**config.mk**
```make
export PLATFORM = sky130hd
export DESIGN_NAME = bkm_iter_ctrl_flat
export DESIGN_NICKNAME = d
export VERILOG_FILES = /design/src/rtl/bkm_iter_ctrl_if.sv /design/src/rtl/bkm_iter_ctrl.sv /design/src/flat_wrapper.sv
export SDC_FILE = /design/constraint.sdc
export NUM_CORES = 1
export LEC_CHECK = 0
export ABC_AREA = 1
export CAP_MARGIN = 20
export CELL_PAD_IN_SITES_DETAIL_PLACEMENT = 1
export CELL_PAD_IN_SITES_GLOBAL_PLACEMENT = 1
export CORE_AREA = 2 2 205 207
export CTS_BUF_LIST = sky130_fd_sc_hd__clkbuf_8
export CTS_CLUSTER_SIZE = 20
export DETAILED_ROUTE_END_ITERATION = 10
export DIE_AREA = 0 0 207 209
export PLACE_DENSITY = 0.74
export SYNTH_ARGS = -nofsm -noshare
export SYNTH_HDL_FRONTEND = slang
export SYNTH_SLANG_ARGS = --single-unit
```
**constraint.sdc**
```tcl
create_clock -name clk -period 2.1 [get_ports clk]
set_clock_uncertainty 0.2 [all_clocks]
set_input_delay 0.315 -clock clk [delete_from_list [all_inputs] [get_ports clk]]
set_output_delay 0.315 -clock clk [all_outputs]
set_load 0.01 [all_outputs]
```
**src/rtl/bkm_iter_ctrl_if.sv**
```systemverilog
// Handshake and datapath bundle between the FPU front end, the BKM iteration
// controller and the single reused bkm_data_step instance.
// The slave modport is the controller's view. The master modport is the
// environment's view: the front end, the result consumer and the step datapath.
interface bkm_iter_ctrl_if #(
  parameter int W  = 64,
  parameter int NW = 6
);
  // cancel of the operation in flight
  logic          abort;

  // operand request channel
  logic          in_valid;
  logic          in_ready;
  logic          in_mode;
  logic [1:0]    in_format;
  logic [W-1:0]  in_X0;
  logic [W-1:0]  in_Y0;

  // step datapath channel
  logic          step_en;
  logic [NW-1:0] step_n;
  logic          step_mode;
  logic [1:0]    step_format;
  logic [W-1:0]  step_X_n;
  logic [W-1:0]  step_Y_n;
  logic [W-1:0]  step_X_np1;
  logic [W-1:0]  step_Y_np1;

  // result channel
  logic          out_valid;
  logic          out_ready;
  logic [W-1:0]  out_X;
  logic [W-1:0]  out_Y;

  // status
  logic          busy;

  modport slave (
    input  abort, in_valid, in_mode, in_format, in_X0, in_Y0,
    input  step_X_np1, step_Y_np1, out_ready,
    output in_ready, step_en, step_n, step_mode, step_format,
    output step_X_n, step_Y_n, out_valid, out_X, out_Y, busy
  );

  modport master (
    output abort, in_valid, in_mode, in_format, in_X0, in_Y0,
    output step_X_np1, step_Y_np1, out_ready,
    input  in_ready, step_en, step_n, step_mode, step_format,
    input  step_X_n, step_Y_n, out_valid, out_X, out_Y, busy
  );
endinterface

```
**src/rtl/bkm_iter_ctrl.sv**
```systemverilog
// BKM iteration sequencer. It latches one operand pair and runs it through a
// single bkm_data_step instance for N_ITER cycles. It owns the X/Y state and
// the iteration index, and it returns the final X/Y over a valid/ready channel.
// Every output comes straight from a register, so the step datapath and the
// consumer see glitch-free controls.
module bkm_iter_ctrl #(
  parameter int W      = 64,
  parameter int NW     = 6,
  parameter int N_ITER = 64
) (
  input  logic            clk,
  input  logic            srst,
  bkm_iter_ctrl_if.slave  bus
);

  typedef enum logic [1:0] {
    ST_IDLE = 2'd0,
    ST_ITER = 2'd1,
    ST_DONE = 2'd2
  } state_t;

  // Index of the last iteration. The index is compared before it is
  // incremented, so N_ITER = 2**NW does not need an extra index bit.
  localparam logic [NW-1:0] N_LAST = NW'(N_ITER - 1);

  state_t        state_r;
  logic [NW-1:0] n_r;
  logic [W-1:0]  x_r;
  logic [W-1:0]  y_r;
  logic          mode_r;
  logic [1:0]    format_r;
  logic          in_ready_r;
  logic          step_en_r;
  logic          out_valid_r;
  logic          busy_r;
  logic          accept_s;

  // Abort in IDLE suppresses the accept but does not drop in_ready.
  assign accept_s = bus.in_valid & in_ready_r & ~bus.abort;

  // Sequencer: state, iteration index, X/Y state and registered status flags.
  always_ff @(posedge clk) begin
    if (srst) begin
      state_r     <= ST_IDLE;
      n_r         <= {NW{1'b0}};
      x_r         <= {W{1'b0}};
      y_r         <= {W{1'b0}};
      mode_r      <= 1'b0;
      format_r    <= 2'b00;
      in_ready_r  <= 1'b1;
      step_en_r   <= 1'b0;
      out_valid_r <= 1'b0;
      busy_r      <= 1'b0;
    end else begin
      case (state_r)
        ST_IDLE: begin
          if (accept_s) begin
            state_r    <= ST_ITER;
            n_r        <= {NW{1'b0}};
            x_r        <= bus.in_X0;
            y_r        <= bus.in_Y0;
            mode_r     <= bus.in_mode;
            format_r   <= bus.in_format;
            in_ready_r <= 1'b0;
            step_en_r  <= 1'b1;
            busy_r     <= 1'b1;
          end
        end
        ST_ITER: begin
          if (bus.abort) begin
            state_r    <= ST_IDLE;
            n_r        <= {NW{1'b0}};
            in_ready_r <= 1'b1;
            step_en_r  <= 1'b0;
            busy_r     <= 1'b0;
          end else begin
            x_r <= bus.step_X_np1;
            y_r <= bus.step_Y_np1;
            if (n_r == N_LAST) begin
              // n stays at the last index while the result is presented
              state_r     <= ST_DONE;
              step_en_r   <= 1'b0;
              out_valid_r <= 1'b1;
            end else begin
              n_r <= n_r + {{(NW-1){1'b0}}, 1'b1};
            end
          end
        end
        ST_DONE: begin
          // The result is dropped on abort, and in_ready only rises in the
          // cycle after the result handshake.
          if (bus.abort || bus.out_ready) begin
            state_r     <= ST_IDLE;
            n_r         <= {NW{1'b0}};
            in_ready_r  <= 1'b1;
            out_valid_r <= 1'b0;
            busy_r      <= 1'b0;
          end
        end
        default: begin
          state_r     <= ST_IDLE;
          n_r         <= {NW{1'b0}};
          in_ready_r  <= 1'b1;
          step_en_r   <= 1'b0;
          out_valid_r <= 1'b0;
          busy_r      <= 1'b0;
        end
      endcase
    end
  end

  assign bus.in_ready    = in_ready_r;
  assign bus.step_en     = step_en_r;
  assign bus.step_n      = n_r;
  assign bus.step_mode   = mode_r;
  assign bus.step_format = format_r;
  assign bus.step_X_n    = x_r;
  assign bus.step_Y_n    = y_r;
  assign bus.out_valid   = out_valid_r;
  assign bus.out_X       = x_r;
  assign bus.out_Y       = y_r;
  assign bus.busy        = busy_r;

endmodule

```
**src/flat_wrapper.sv**
```systemverilog
// flat-port wrapper written by rule: the top's interface ports become plain ports
module bkm_iter_ctrl_flat 
#(
  parameter int W      = 64,
  parameter int NW     = 6,
  parameter int N_ITER = 64
)
  (clk, srst, bus_abort, bus_in_valid, bus_in_mode, bus_in_format, bus_in_X0, bus_in_Y0, bus_step_X_np1, bus_step_Y_np1, bus_out_ready, bus_in_ready, bus_step_en, bus_step_n, bus_step_mode, bus_step_format, bus_step_X_n, bus_step_Y_n, bus_out_valid, bus_out_X, bus_out_Y, bus_busy);
  bkm_iter_ctrl_if #(.W(W), .NW(NW)) bus_i ();
  input  logic clk;
  input  logic srst;
  input wire logic [$bits(bus_i.abort)-1:0] bus_abort;
  input wire logic [$bits(bus_i.in_valid)-1:0] bus_in_valid;
  input wire logic [$bits(bus_i.in_mode)-1:0] bus_in_mode;
  input wire logic [$bits(bus_i.in_format)-1:0] bus_in_format;
  input wire logic [$bits(bus_i.in_X0)-1:0] bus_in_X0;
  input wire logic [$bits(bus_i.in_Y0)-1:0] bus_in_Y0;
  input wire logic [$bits(bus_i.step_X_np1)-1:0] bus_step_X_np1;
  input wire logic [$bits(bus_i.step_Y_np1)-1:0] bus_step_Y_np1;
  input wire logic [$bits(bus_i.out_ready)-1:0] bus_out_ready;
  output wire logic [$bits(bus_i.in_ready)-1:0] bus_in_ready;
  output wire logic [$bits(bus_i.step_en)-1:0] bus_step_en;
  output wire logic [$bits(bus_i.step_n)-1:0] bus_step_n;
  output wire logic [$bits(bus_i.step_mode)-1:0] bus_step_mode;
  output wire logic [$bits(bus_i.step_format)-1:0] bus_step_format;
  output wire logic [$bits(bus_i.step_X_n)-1:0] bus_step_X_n;
  output wire logic [$bits(bus_i.step_Y_n)-1:0] bus_step_Y_n;
  output wire logic [$bits(bus_i.out_valid)-1:0] bus_out_valid;
  output wire logic [$bits(bus_i.out_X)-1:0] bus_out_X;
  output wire logic [$bits(bus_i.out_Y)-1:0] bus_out_Y;
  output wire logic [$bits(bus_i.busy)-1:0] bus_busy;
  assign bus_i.abort = bus_abort;
  assign bus_i.in_valid = bus_in_valid;
  assign bus_i.in_mode = bus_in_mode;
  assign bus_i.in_format = bus_in_format;
  assign bus_i.in_X0 = bus_in_X0;
  assign bus_i.in_Y0 = bus_in_Y0;
  assign bus_i.step_X_np1 = bus_step_X_np1;
  assign bus_i.step_Y_np1 = bus_step_Y_np1;
  assign bus_i.out_ready = bus_out_ready;
  assign bus_in_ready = bus_i.in_ready;
  assign bus_step_en = bus_i.step_en;
  assign bus_step_n = bus_i.step_n;
  assign bus_step_mode = bus_i.step_mode;
  assign bus_step_format = bus_i.step_format;
  assign bus_step_X_n = bus_i.step_X_n;
  assign bus_step_Y_n = bus_i.step_Y_n;
  assign bus_out_valid = bus_i.out_valid;
  assign bus_out_X = bus_i.out_X;
  assign bus_out_Y = bus_i.out_Y;
  assign bus_busy = bus_i.busy;
  bkm_iter_ctrl #(.W(W), .NW(NW), .N_ITER(N_ITER)) u_core (.clk(clk), .srst(srst), .bus(bus_i));
endmodule
```
==> key figures <==
Yosys
  – Netlist Area Pre-Place: approximately 8000 um2
  – Commonest cells in the netlist: nand2_1 (411), nor2_1 (267), dfxtp_1 (143)
  – Flops & latches, synth: 143
  – Synth cell types: 22
  – Syn. warnings: 0
  – Top cell type by total area after synthesis: dfxtp_1
  – Sequential-to-total area share from yosys stat: between 30% and 40%
  – Ys async rst share: 0%
  – Most frequent cell after synthesis: nand2_1
  – Synth area leaders: dfxtp_1 (37%), nand2_1 (20%), nor2_1 (13%), buf_4 (13%), o21ai_1 (6.2%)
  – EDFF count, synth: 0
  – Most used flip-flop cell after synthesis: dfxtp_1
  – Syn_nets: approximately 1500
  – Gate Count Post-Synth: 1205
  – Syn Area/Cell: 6.47 um2
  – Post-synth top area share: around 37%

Detailed routing
  – Highest Signal Layer: met4
  – First-pass DRT Iterations: 4
  – Met2 routed WL: 17.3 mm
  – Avg WL per Cell: 15.8 um
  – 1st-iter DRT viols: 309
  – Routed Wire Length: between 30 and 40 mm
  – Final ANT Viol Nets: 0
  – Via count: 8928
  – Routed length on met1: 14.4 mm
  – DR vias/cell: 4.14
  – Met3 WL: 1.99 mm
  – DR DRC count: 0

Layout
  – Fillcell total: 5115
  – Ant diodes: 0
  – Cell Count, Final, Fillers Out: 2154
  – Area grow syn2layout: 70.2%
  – # nets final: 1867
  – Layout cell share with drive strength beyond 1: about 5.6%

Clocking
  – Hold Buf Count CTS: 0
  – Root Driver: clkbuf_8
  – Post-CTS Setup Inserts: 0
  – H-Tree Depth: 4
  – Clk_lat worst skew: 0.48 ns
  – Clock transition at path regs: about 0.080 ns
  – Num CTS Buffers: 17
  – Clock Path Buffers: 2
  – Clk sinks: 143
  – CTS tree: done

Pwr
  – Leakage: 5.77 nW
  – Power density cells: about 630 nW/um2
  – VDD IR-drop max: 306 uV

Timing
  – Fin crit period: a little over 2 ns
  – Fmax: roughly 490 MHz
  – RSZ-0062 raised after global routing: no
  – Endpoints failing hold: 0
  – Tcrit/Tclk final: 96.6%
  – Worst slew margin: 74.6%
  – Worst-Margin Slew: approximately 0.38 ns
  – Setup slack after layout: 0.0705 ns
  – Final slew viol count: 0
  – Final setup fails: 0

Worst setup path
  – Crit-path cells: clkdlybuf4s50_1
  – Critical Path Fanout Max: 3
  – Slowest-stage cell, CP: clkdlybuf4s50_1
  – Crit. path cell count: 1
  – Critical Path RT: around 1.6 ns
  – CP endpoint kind: output port
  – Top delay family on crit path: buffers and inverters
  – CP bufs+invs: 1
  – Reg2reg path depth: 8
  – Crit start category: register
  – Arr. time, crit path: 1.51 ns
  – Crit path kind: reg2out
  – Max incr delay on CP: just under 0.6 ns

Floorplanning
  – Initial Utilization: 18.9%
  – Die Area: approximately 43000 um2
  – Die Wd: between 200 and 250 um
  – CORE AREA: 41300 um2
  – Chip Height: 209 um
  – Row Count: 75
  – I/O Pins: 533

Global route
  – Pin count of the biggest net entering global routing: 73
  – First-pass GRT wire length: 53.1 mm
  – Vias in the first global route: 9542
  – Tot GR Track Use: around 15%
  – Total grt overflow: 0
  – Initial antenna violation count: 1

Run
  – Maximum capacitance violations: 0

Placed design
  – Post-Place Setup Slack: -0.000294 ns
  – Final Wtd Congestion: 0.817
  – IO buf count: 532
  – Placed Cells: 2122
  – Post-DP HPWL: between 20 and 30 mm

Worst hold path
  – Worst hold-check path type: in2reg
  – Hold Crit Depth: 3

Outcome
  – Status: complete, no violations
-- final cells by class --
cell class	instances	area, um2	share of cell area (%)
clock buffer	21	289	2.18
multi-input combinational	845	3420	25.8
tap	539	674	5.08
sequential	143	2870	21.6
timing repair buffer	577	5830	43.9
clock inverter	11	115	0.868
inverter	18	73.8	0.556
-- state kept, by name, indices dropped and copies added (netlist names) --
register	count
u_core.bus.busy	1
u_core.bus.out_Y	64
u_core.bus.step_mode	1
u_core.bus.out_valid	1
u_core.bus.step_n	6
u_core.state_r	2
u_core.bus.in_ready	1
u_core.bus.step_format	2
u_core.bus.out_X	64
u_core.bus.step_en	1
-- kinds of logic (layout without fill, tap and decap cells) --
| kind of cell | count (synthesis) | count (layout) | share of synthesized area [%] |
|---|---|---|---|
| adder cells (fa/ha/maj) | 1 | 1 | 0.160 |
| AND/OR/NAND/NOR | 701 | 701 | 34.4 |
| flip-flops | 143 | 143 | 36.7 |
| buffers and inverters | 217 | 627 | 19.5 |
| AO/OA/AOI/OAI | 143 | 143 | 9.21 |
-- what timing repair did --
action,in CTS,in global routing
endpoints found under the setup margin,5,2
resized for setup,3,2
hold endpoints to repair,0,0
-- worst paths after layout --
kind | end | slack (ns) | from
worst max-delay path | bus_out_Y[59] | 0.07 | u_core.bus.out_Y[59]
worst min-delay path | u_core.bus.step_format[0] | 0.24 | bus_in_format[0]
worst max register to register | u_core.bus.step_n[0] | 0.28 | u_core.state_r[1]
worst min register to register | u_core.bus.busy | 0.26 | u_core.bus.busy
-- where the power goes --
group	internal, mW	leakage [nW]	switching, mW
combinational	1.61	4.38	1.20
sequential	2.97	1.18	0.269
clock	1.17	0.210	1.15
total	5.76	5.77	2.62
-- routing by layer --
metal / global-route usage (%) / vias to the layer above
met5: 0 / -
met1: 18.3 / 4163
met2: 27.8 / 351
li1: - / 4393
met4: 3.77 / 0
met3: 3.79 / 21
-- worst register-to-register path: stages, from the launching register on --
cell and delay (ns):
dfxtp_1 0.46, inv_2 0.07, nand2_4 0.11, buf_12 0.19, nor2_1 0.10, nand2_1 0.15
nand2_1 0.15, o21ai_0 0.24, inv_1 0.06
-- cell usage in the layout (no fill, tap or decap), types with 13 or more instances in the layout --
cell type        Yosys  final
clkdlybuf4s50_1      0    529
buf_12               0     13
nand3_1             13     13
buf_4              132     32
nand2_1            411    411
clkbuf_8             0     21
inv_1               13     14
nor2_1             267    267
o21ai_1             97     97
dfxtp_1            143    141
o21ai_0             33     33
-- through the flow --
stage	util, %	power (mW)	TNS, ns	instance area, um2	hold WS [ns]
2_1_floorplan	-	4.59	0	7800	0.265
6_report	32.1	8.38	0	13300	0.237
5_1_grt	32.1	8.89	0	13300	0.204
3_5_place_dp	31.1	6.15	-0.000294	12900	0.253
3_3_place_gp	31.1	6.11	0	12900	0.235
4_1_cts	32.1	8.55	0	13300	0.161
Note: power is estimated with default switching activity, not from simulation.
